`src/rtl/apb_regfile_slave.sv`:
```
// APB completer fronting a DEPTH x 8-bit register file on the 4-bit-address / 8-bit-data bus.
// Latency: completes WAIT_CYCLES+1 edges after the setup edge (1 edge when APB_SLV_WAIT_EN is undefined).
// Backpressure: holds pready low through the wait states; addresses >= DEPTH complete with pslverr.
//
// Optional feature macro: APB_SLV_WAIT_EN builds the wait-state counter and honours WAIT_CYCLES.
// Without it the counter is absent and every access completes with zero wait states.
//
// Ports:
//   pclk, rst_n          bus clock, asynchronous active-low reset
//   paddr, pwrite        register address and direction (1 = write), held by master until completion
//   psel, penable        select and access-phase qualifier
//   pwdata               write data
//   prdata               read data, 8'h00 outside a mapped read access
//   pready, pslverr      transfer-done strobe and out-of-range error (valid with pready only)
module apb_regfile_slave #(
  parameter int DEPTH       = 16,
  parameter int WAIT_CYCLES = 2
) (
  input  logic       pclk,
  input  logic       rst_n,
  input  logic [3:0] paddr,
  input  logic       pwrite,
  input  logic       psel,
  input  logic       penable,
  input  logic [7:0] pwdata,
  output logic [7:0] prdata,
  output logic       pready,
  output logic       pslverr
);

  typedef enum logic {IDLE, ACCESS} state_t;

  state_t     state_d, state_q;
  logic       addr_ok;
  logic       cnt_zero;
  logic       wr_en;
  logic [7:0] rd_mux;
  logic [7:0] regs_q [DEPTH];

  // Address range check done at full integer width so DEPTH=16 does not wrap.
  assign addr_ok = (32'(paddr) < 32'(DEPTH));

`ifdef APB_SLV_WAIT_EN
  logic [3:0] cnt_d, cnt_q;

  assign cnt_zero = (cnt_q == 4'd0);

  always_ff @(posedge pclk or negedge rst_n) begin
    if (!rst_n) begin
      cnt_q <= 4'd0;
    end else begin
      cnt_q <= cnt_d;
    end
  end
`else
  assign cnt_zero = 1'b1;
`endif

  always_ff @(posedge pclk or negedge rst_n) begin
    if (!rst_n) begin
      state_q <= IDLE;
    end else begin
      state_q <= state_d;
    end
  end

  assign pready  = (state_q == ACCESS) && psel && penable && cnt_zero;
  assign pslverr = pready && !addr_ok;
  assign wr_en   = pready && pwrite && addr_ok;

  always_comb begin
    state_d = state_q;
`ifdef APB_SLV_WAIT_EN
    cnt_d   = cnt_q;
`endif
    unique case (state_q)
      IDLE: begin
        // psel & penable without a setup phase is a protocol violation and is ignored.
        if (psel && !penable) begin
          state_d = ACCESS;
`ifdef APB_SLV_WAIT_EN
          cnt_d   = 4'(WAIT_CYCLES);
`endif
        end
      end
      ACCESS: begin
        if (!psel) begin
          // Master abandoned the transfer: no write, no error.
          state_d = IDLE;
        end else if (!penable) begin
          // A new setup phase restarts the wait period.
          state_d = ACCESS;
`ifdef APB_SLV_WAIT_EN
          cnt_d   = 4'(WAIT_CYCLES);
`endif
        end else if (pready) begin
          state_d = IDLE;
        end else begin
`ifdef APB_SLV_WAIT_EN
          // Saturating countdown; pready releases once it hits zero.
          if (cnt_q != 4'd0) begin
            cnt_d = cnt_q - 4'd1;
          end
`endif
        end
      end
      default: state_d = IDLE;
    endcase
  end

  // Per-register decode avoids indexing the array with an out-of-range paddr.
  always_ff @(posedge pclk or negedge rst_n) begin
    if (!rst_n) begin
      for (int i = 0; i < DEPTH; i++) begin
        regs_q[i] <= 8'h00;
      end
    end else begin
      for (int i = 0; i < DEPTH; i++) begin
        if (wr_en && (paddr == 4'(i))) begin
          regs_q[i] <= pwdata;
        end
      end
    end
  end

  always_comb begin
    rd_mux = 8'h00;
    for (int i = 0; i < DEPTH; i++) begin
      if (paddr == 4'(i)) begin
        rd_mux = regs_q[i];
      end
    end
  end

  // Read data is driven for the whole access phase so it is stable at the completion edge.
  assign prdata = ((state_q == ACCESS) && psel && penable && !pwrite && addr_ok) ? rd_mux : 8'h00;

endmodule

```
`config.mk`:
```
export PLATFORM = sky130hd
export DESIGN_NAME = apb_regfile_slave
export DESIGN_NICKNAME = d
export VERILOG_FILES = /design/src/rtl/apb_regfile_slave.sv
export SDC_FILE = /design/constraint.sdc
export NUM_CORES = 1
export LEC_CHECK = 0
export BUFFER_PORTS_ARGS = -buffer_cell sky130_fd_sc_hd__buf_2
export CAP_MARGIN = 20
export CORE_MARGIN = 2
export CORE_UTILIZATION = 60
export DETAILED_ROUTE_END_ITERATION = 10
export HOLD_SLACK_MARGIN = 0.12
export PLACE_DENSITY = 0.83
export REMOVE_ABC_BUFFERS = 1
export SLEW_MARGIN = 20
export SYNTH_ARGS = -nofsm -noshare
export SYNTH_HDL_FRONTEND = slang
export SYNTH_SLANG_ARGS = --single-unit
```
`constraint.sdc`:
```
create_clock -name pclk -period 3.3 [get_ports pclk]
set_input_delay 0.66 -clock pclk [delete_from_list [all_inputs] [get_ports pclk]]
set_output_delay 0.66 -clock pclk [all_outputs]
set_load 0.005 [all_outputs]
```
==> results of run 1 <==
[sequential cells by signal, summed over array words and instances (netlist names)]
name,flops
state_q,1
regs_q,128
[worst max-delay path, stage by stage]
cell and delay, ns:
buf_2 0.24, inv_1 0.29, nand2_1 0.08, a2111oi_0 0.58, o211ai_1 0.15, a21oi_1 0.21, buf_2 0.15
[metrics by stage]
step / utilization, % / setup slack, ns
finish: 68.4 / 0.270
CTS: 68.4 / 0.337
detailed placement: 63.3 / 0.327
global placement: 63.3 / 0.368
floorplan: - / 0.917
global route: 68.4 / 0.207
[cells in the final DEF (no fill, tap or decap), types with 5 or more instances in the layout]
cell,instances
a21oi_1,32
buf_2,24
buf_4,15
clkbuf_16,16
clkinv_2,5
dfrtp_1,129
mux2_1,9
mux2_2,126
mux2i_1,14
nand2_1,10
nand2b_1,11
nand3_1,5
nor2_1,16
nor2_4,14
nor2b_1,14
o21ai_0,21
[path summary, 6_finish.rpt]
| path | start | end | cells after the start |
|---|---|---|---|
| max in group asynchronous | rst_n | regs_q[5] | 2 |
| worst max register to register | state_q | regs_q[80] | 5 |
| min in group pclk | penable | state_q | 2 |
| worst min register to register | regs_q[21] | regs_q[21] | 1 |
| worst min-delay path | rst_n | regs_q[74] | 2 |
| worst max-delay path | paddr[3] | prdata[2] | 7 |
[area by class of cell]
class | count | area share, %
Timing Repair Buffer | 43 | 4.27
Clock buffer | 21 | 6.27
Multi-Input combinational cell | 349 | 41.6
Clock inverter | 10 | 1.18
Inverter | 3 | 0.154
Tap cell | 140 | 2.39
Sequential cell | 129 | 44.1
[power by group]
part	leakage [µW]	switching, µW	internal (µW)	total, µW
clock network	0.000265	673	1050	1720
registers	0.00178	43.3	1660	1700
logic	0.00139	183	137	319
total	0.00343	899	2840	3740
[metal layers]
layer,GRT usage (%),up-vias
met3,8.56,25
li1,-,1958
met1,37.9,2253
met5,0,-
met2,45.3,185
met4,10.9,0
[cells by family (layout without fill, tap and decap cells)]
| family | count (synthesis) | after routing | synth area share, % |
|---|---|---|---|
| muxes | 153 | 153 | 26.9 |
| buffers and inverters | 40 | 77 | 3.48 |
| other | 1 | 1 | 0.0577 |
| AOI/OAI and AO/OA | 98 | 98 | 9.85 |
| DFF | 129 | 129 | 49.7 |
| and+or+nand+nor | 97 | 97 | 10.0 |
==> impl_metrics.tcl, run 1 <==
set metrics [dict create \
    status "complete, no violations" \
    grt_usage_pct 28.8 \
    rrSetupSlack_ns 1.30 \
    tns_ns 0 \
    syn_to_final_growth_pct 12.6 \
    slew_violations 0 \
    maxCapViolCount 0 \
    p_per_area_mw_per_mm2 511 \
    dieArea_mm2 0.0117 \
    post_drt_wl_per_cell_um 21.9 \
    clk_pin_slew_ns 0.06 \
    nFillCells 762 \
    worstPathArrival_ns 2.37 \
    start_util_pct 60.8 \
    grt_pass1_wl_um 24700 \
    die_h_um 108 \
    drcViolationCount 0 \
    fin_crit_sh_pct 91.8 \
    cts-root-buf "clkbuf_8" \
    ant_nets 0 \
    worstSetupPathType "input pin to output pin" \
    cp.required_ns 2.64 \
    clk-insertion-delay-late_ns 0.54 \
    synth.cell_area_mm2 0.00650 \
    place_inst 664 \
    finalInstanceArea_mm2 0.00732 \
    io_buffers 25 \
    wirelength_met1_um 6290 \
    period_needed_ns 3.03 \
    async_flop_share_pct 100 \
    cts.sinks 129 \
    tightest_slew_ns 0.690 \
    netlist_instances 518 \
    grt_max_degree 130 \
    cts_resized 0 \
    ys_warn_count 0 \
    io_pins 27 \
    power_leakage_uw 0.00343 \
    hold_buffers 0 \
    hold_class "input pin to asynchronous set/reset pin" \
    start_kind "input pin" \
    num_vias 4421 \
    hold_ws_ns 0.219 \
    hold_violations 0 \
    synth_edf_count 0 \
    cts_buffers 17 \
    routed_wl_um 15200 \
    drive_gt1_share_pct 41.1 \
    gp_congestion 0.956 \
    dp_hpwl_um 10100 \
    fp-row-count 38 \
    place_area_mm2 0.00677 \
    seq_area_mm2 0.00323 \
    ys.flop_type "dfrtp_1" \
    clock.fmax_ghz 0.330 \
    synth.distinct_cells 57 \
    ctsLongestPathBuffers 2 \
    syn_avg_cell_area_um2 12.6 \
    power_uw 3740 \
    detail_route.iter0.violations 324 \
    wl_met3_um 1030 \
    slew_headroom_pct 54.0 \
    crit_fanout 17 \
    ys_ff_latch 129 \
    yosysTopAreaCell "dfrtp_1" \
    clock_skew_ns 0.00595 \
    die_x_um 108 \
    yosysTopAreaCellShare_pct 49.7 \
    top_layer_used "met4" \
    cts_setup_buffers 0 \
    multi_input_area_mm2 0.00305 \
    overflow 0 \
    synth_common_cells "dfrtp_1, mux2_2, a21oi_1, o21ai_0, buf_2" \
    instances_no_fill 695 \
    met2_length_um 7600 \
    seq_area_frac_synth_pct 49.7 \
    antenna_found_initial 0 \
    crit_path_end_kind "output pin" \
    synth_area_leaders "dfrtp_1, mux2_2, a21oi_1" \
    final_nets 560 \
    cts_max_level 4 \
    cts_tree "done" \
    synth_most_common_cell "dfrtp_1" \
    avgViaCountPerCell 6.36 \
    first_pass_iters 4 \
    n_antenna_cell 0 \
    first_global_vias 4565 \
    rsz0062_at_grt "false" \
    setup_viol 0 \
    core_mm2 0.0107 \
    irDropWorstVdd_mv 0.535 \
]
No activity file was read; power rests on OpenSTA's default activity.
==> inputs of run 2 (changes only) <==
Settings changed: CORE_UTILIZATION 60 to 56, CTS_BUF_LIST from default to sky130_fd_sc_hd__clkbuf_8, GPL_TIMING_DRIVEN from default to 0, PLACE_DENSITY 0.83 to 0.78.
==> impl_metrics.tcl, run 2 (synthesis results as in run 1) <==
set metrics [dict create \
    die_x_um 112 \
    slew_headroom_pct 37.0 \
    slowest_delay_ns 0.50 \
    maxCapViolCount 0 \
    cp.required_ns 2.64 \
    fp-row-count 39 \
    place_inst 651 \
    rrSetupSlack_ns 1.06 \
    largest_reg_flops 128 \
    top_regs "regs_q: 128 flops, state_q: 1 flops" \
    crit_fanout 28 \
    hold_violations 0 \
    dieArea_mm2 0.0125 \
    status "complete, no violations" \
    grt_pass1_wl_um 23600 \
    slew_violations 0 \
    instances_no_fill 683 \
    n_antenna_cell 0 \
    power_uw 3130 \
    period_needed_ns 3.20 \
    rsz0062_at_grt "false" \
    dp_hpwl_um 9210 \
    overflow 0 \
    grt_usage_pct 24.5 \
    cts-root-buf "clkbuf_8" \
    grt_max_degree 77 \
    cts.sinks 129 \
    worstSetupPathType "input pin to output pin" \
    final_nets 545 \
    io_pins 27 \
    clk-insertion-delay-late_ns 0.44 \
    ant_nets 0 \
    core_mm2 0.0114 \
    regMostFlops "regs_q" \
    final_common_cell "dfrtp_1" \
    final_cell_mix "dfrtp_1, mux2_2, a21oi_1, o21ai_0, buf_2" \
    p_per_area_mw_per_mm2 445 \
    first_pass_iters 5 \
    avgViaCountPerCell 6.31 \
    first_global_vias 4427 \
    syn_to_final_growth_pct 7.95 \
    reg2regPathDepth 4 \
    tns_ns 0 \
    r2r-start "state_q" \
    cts_buffers 17 \
    cts_tree "done" \
    clock_skew_ns 0.00529 \
    drive_gt1_share_pct 39.4 \
    worstPathArrival_ns 2.54 \
    start_kind "input pin" \
    clk_pin_slew_ns 0.07 \
    setup_viol 0 \
    worstReg2RegEnd "regs_q[2]" \
    detail_route.iter0.violations 367 \
    die_h_um 112 \
    fin_crit_sh_pct 97.0 \
    final_util_pct 61.7 \
    io_buffers 25 \
    ctsLongestPathBuffers 2 \
    irDropWorstVdd_mv 0.384 \
    start_util_pct 57.2 \
    hold_ws_ns 0.252 \
    path_cells "buf_4 -> buf_16 -> mux4_2 -> nor2b_1 -> a31oi_1 -> o211ai_1 -> o211a_1 -> buf_2" \
    cts_max_level 4 \
    clock.fmax_ghz 0.312 \
    drcViolationCount 0 \
    crit_path_end_kind "output pin" \
    num_vias 4308 \
    hold_class "input pin to asynchronous set/reset pin" \
    routed_wl_um 14600 \
    antenna_found_initial 0 \
    tightest_slew_ns 0.943 \
    gp_congestion 0.809 \
    power_leakage_uw 0.00330 \
    cts_setup_buffers 0 \
    crit_slowest_cell "mux4_2" \
    post_drt_wl_per_cell_um 21.4 \
]
[run 2: worst max path at each step]
stage | start | end | slack [ns]
after CTS | paddr[1] | prdata[0] | 0.02
after detailed placement | paddr[1] | prdata[0] | -0.41
after global routing | paddr[0] | prdata[6] | 0.03
after floorplan | paddr[1] | prdata[1] | 0.92
after global placement | paddr[0] | prdata[7] | -0.75
final | paddr[0] | prdata[6] | 0.1
[run 2: final cells by class]
class / instances / area [µm²]
clock inverter: 11 / 50.0
timing repair buffer: 28 / 223
multi-input combinational: 349 / 3050
inverter: 3 / 11.3
tap: 143 / 179
fill: 889 / 4350
clock buffer: 20 / 275
sequential: 129 / 3230
[run 2: metal layers]
metal	track usage, %	part of all wire (%)
met1	34.1	44
met2	37.8	48
met3	6.26	6.3
met4	8.40	1.6
met5	0	0
[run 2: where the power goes]
group          internal [µW]  leakage, µW  switching, µW  total [µW]
combinational            129      0.00133            180         309
clock                    553     0.000192            571        1120
sequential              1660      0.00178           38.5        1690
[run 2: timing repair]
item / 4_1_cts / 5_1_grt
cloned: 0 / 1
hold buffers: 0 / 0
gates resized for setup: 3 / 3
pin swaps: 0 / 0
endpoints found under the setup margin: 7 / 5
[run 2: worst max-delay path: cells and delay by family]
kind                   cells  cell delay, ns
multiplexers               1            0.50
buffers and inverters      3            0.67
AND/OR/NAND/NOR            1            0.14
AO/OA/AOI/OAI              3            0.53
[run 2: metrics by stage]
stage          instance area, µm²  worst slack [ns]
6_report                     7020            0.0996
5_1_grt                      7020            0.0250
4_1_cts                      6980            0.0159
3_5_place_dp                 6650            -0.405
3_3_place_gp                 6590            -0.753
2_1_floorplan                6290             0.917
==> inputs of run 3 (changes only) <==
Settings changed: REMOVE_ABC_BUFFERS 1 to default.
==> impl_metrics.tcl, run 3 (synthesis results as in run 1) <==
set metrics [dict create \
    status "complete, no violations" \
    regMostFlops "regs_q" \
    ant_nets 0 \
    power.share.clock_pct 40.1 \
    clk_pin_slew_ns 0.07 \
    post_drt_wl_per_cell_um 24.6 \
    grt_max_degree 80 \
    avgViaCountPerCell 6.46 \
    power_leakage_uw 0.00343 \
    n_antenna_cell 0 \
    antenna_found_initial 0 \
    maxCapViolCount 0 \
    period_needed_ns 3.26 \
    slew_headroom_pct 49.8 \
    grt_usage_pct 29.5 \
    final_util_pct 63.6 \
    ctsLongestPathBuffers 2 \
    cts_tree "done" \
    final_cell_mix "dfrtp_1, mux2_2, buf_2, a21oi_1, clkbuf_8" \
    dp_hpwl_um 11900 \
    place_area_mm2 0.00683 \
    final_nets 579 \
    hold_buffers 0 \
    tightest_slew_ns 0.752 \
    start_util_pct 57.2 \
    cts-root-buf "clkbuf_8" \
    die_h_um 112 \
    slew_violations 0 \
    overflow 0 \
    first_pass_iters 5 \
    io_pins 27 \
    clock.fmax_ghz 0.307 \
    core_mm2 0.0114 \
    hold_class "input pin to asynchronous set/reset pin" \
    die_x_um 112 \
    cp.required_ns 2.64 \
    io_buffers 24 \
    syn_nets 535 \
    p_int_uw 2570 \
    power_frac_comb_pct 10.1 \
    drive_gt1_share_pct 41.4 \
    fin_crit_sh_pct 98.7 \
    rsz0062_at_grt "false" \
    nFillCells 859 \
    seq_area_mm2 0.00323 \
    switchingPower_uw 838 \
    clock_skew_ns 0.00945 \
    crit_path_end_kind "output pin" \
    fp-row-count 39 \
    clk-insertion-delay-late_ns 0.46 \
    drcViolationCount 0 \
    dieArea_mm2 0.0125 \
    cts.sinks 129 \
    setup_viol 0 \
    grt_pass1_wl_um 27300 \
    hold_violations 0 \
    worstSetupPathType "input pin to output pin" \
    p_seq_share_pct 49.8 \
    detail_route.iter0.violations 418 \
    cts_setup_buffers 0 \
    first_global_vias 4876 \
    worstPathArrival_ns 2.60 \
    p_per_area_mw_per_mm2 471 \
    largest_reg_flops 128 \
    gp_congestion 0.974 \
    cts_buffers 17 \
    cts_max_level 4 \
    swShare_pct 24.6 \
    top_regs "regs_q: 128 flops, state_q: 1 flops" \
    routed_wl_um 17600 \
    start_kind "input pin" \
    num_vias 4624 \
    irDropWorstVdd_mv 0.312 \
    final_common_cell "dfrtp_1" \
    crit_fanout 10 \
    cts_resized 0 \
    syn_to_final_growth_pct 11.3 \
    multi_input_area_mm2 0.00305 \
    finalInstanceArea_mm2 0.00723 \
]
## run 3: changes by cell type in the layout (fill, tap and decap cells not counted), sizes merged
cell    before  now
buf         27   54
inv          7    5
bufinv       0    2
clkbuf      21   31
clkinv       7    3
## run 3: power by group through the flow
stage                     registers [µW]  logic (µW)  clock network, µW
final                               1700         344               1370
after global routing                1700         368               1460
after CTS                           1700         340               1380
after detailed placement            1720         338                  0
after global placement              1720         323                  0
after floorplan                     1710         212                  0
## run 3: layout make-up
cell class,instances,area share [%]
Tap cell,143,2.47
Inverter,3,0.156
Multi-Input combinational cell,349,42.1
Buffer,37,2.98
Sequential cell,129,44.6
Timing Repair Buffer,25,2.13
Clock inverter,7,1.14
Clock buffer,23,4.38
## run 3: final timing paths
check | startpoint | to | slack (ns) | cells past startpoint
worst max-delay path | paddr[2] | prdata[3] | 0.04 | 9
worst min-delay path | rst_n | regs_q[71] | 0.15 | 1
worst max register to register | state_q | regs_q[84] | 1.36 | 6
worst min register to register | regs_q[5] | regs_q[5] | 0.49 | 1
max in group asynchronous | rst_n | regs_q[14] | 2.39 | 2
min in group pclk | penable | state_q | 0.37 | 2
## run 3: critical path, cell delays in order
cell,delay [ns]
buf_2,0.11
buf_2,0.27
buf_2,0.30
buf_2,0.30
nand3_1,0.22
o221ai_1,0.25
a21oi_1,0.06
a21oi_1,0.26
buf_2,0.17
## run 3: metal layers
layer	vias to the layer above	track usage, %	wire length, µm
li1	1976	-	-
met1	2340	39.2	7310
met2	246	44.9	8170
met3	62	7.68	1360
met4	0	15.1	796
met5	-	0	0
## run 3: stage by stage
stage	setup WS [ns]	cells	hold slack (ns)	TNS [ns]	power, µW
4_1_cts	0.128	716	0.157	0	3410
2_1_floorplan	0.789	518	0.364	0	1920
5_1_grt	0.00958	716	0.175	0	3530
3_3_place_gp	-0.0147	685	0.468	-1.21	2040
6_report	0.0434	716	0.154	0	3410
3_5_place_dp	0.141	686	0.479	0	2060
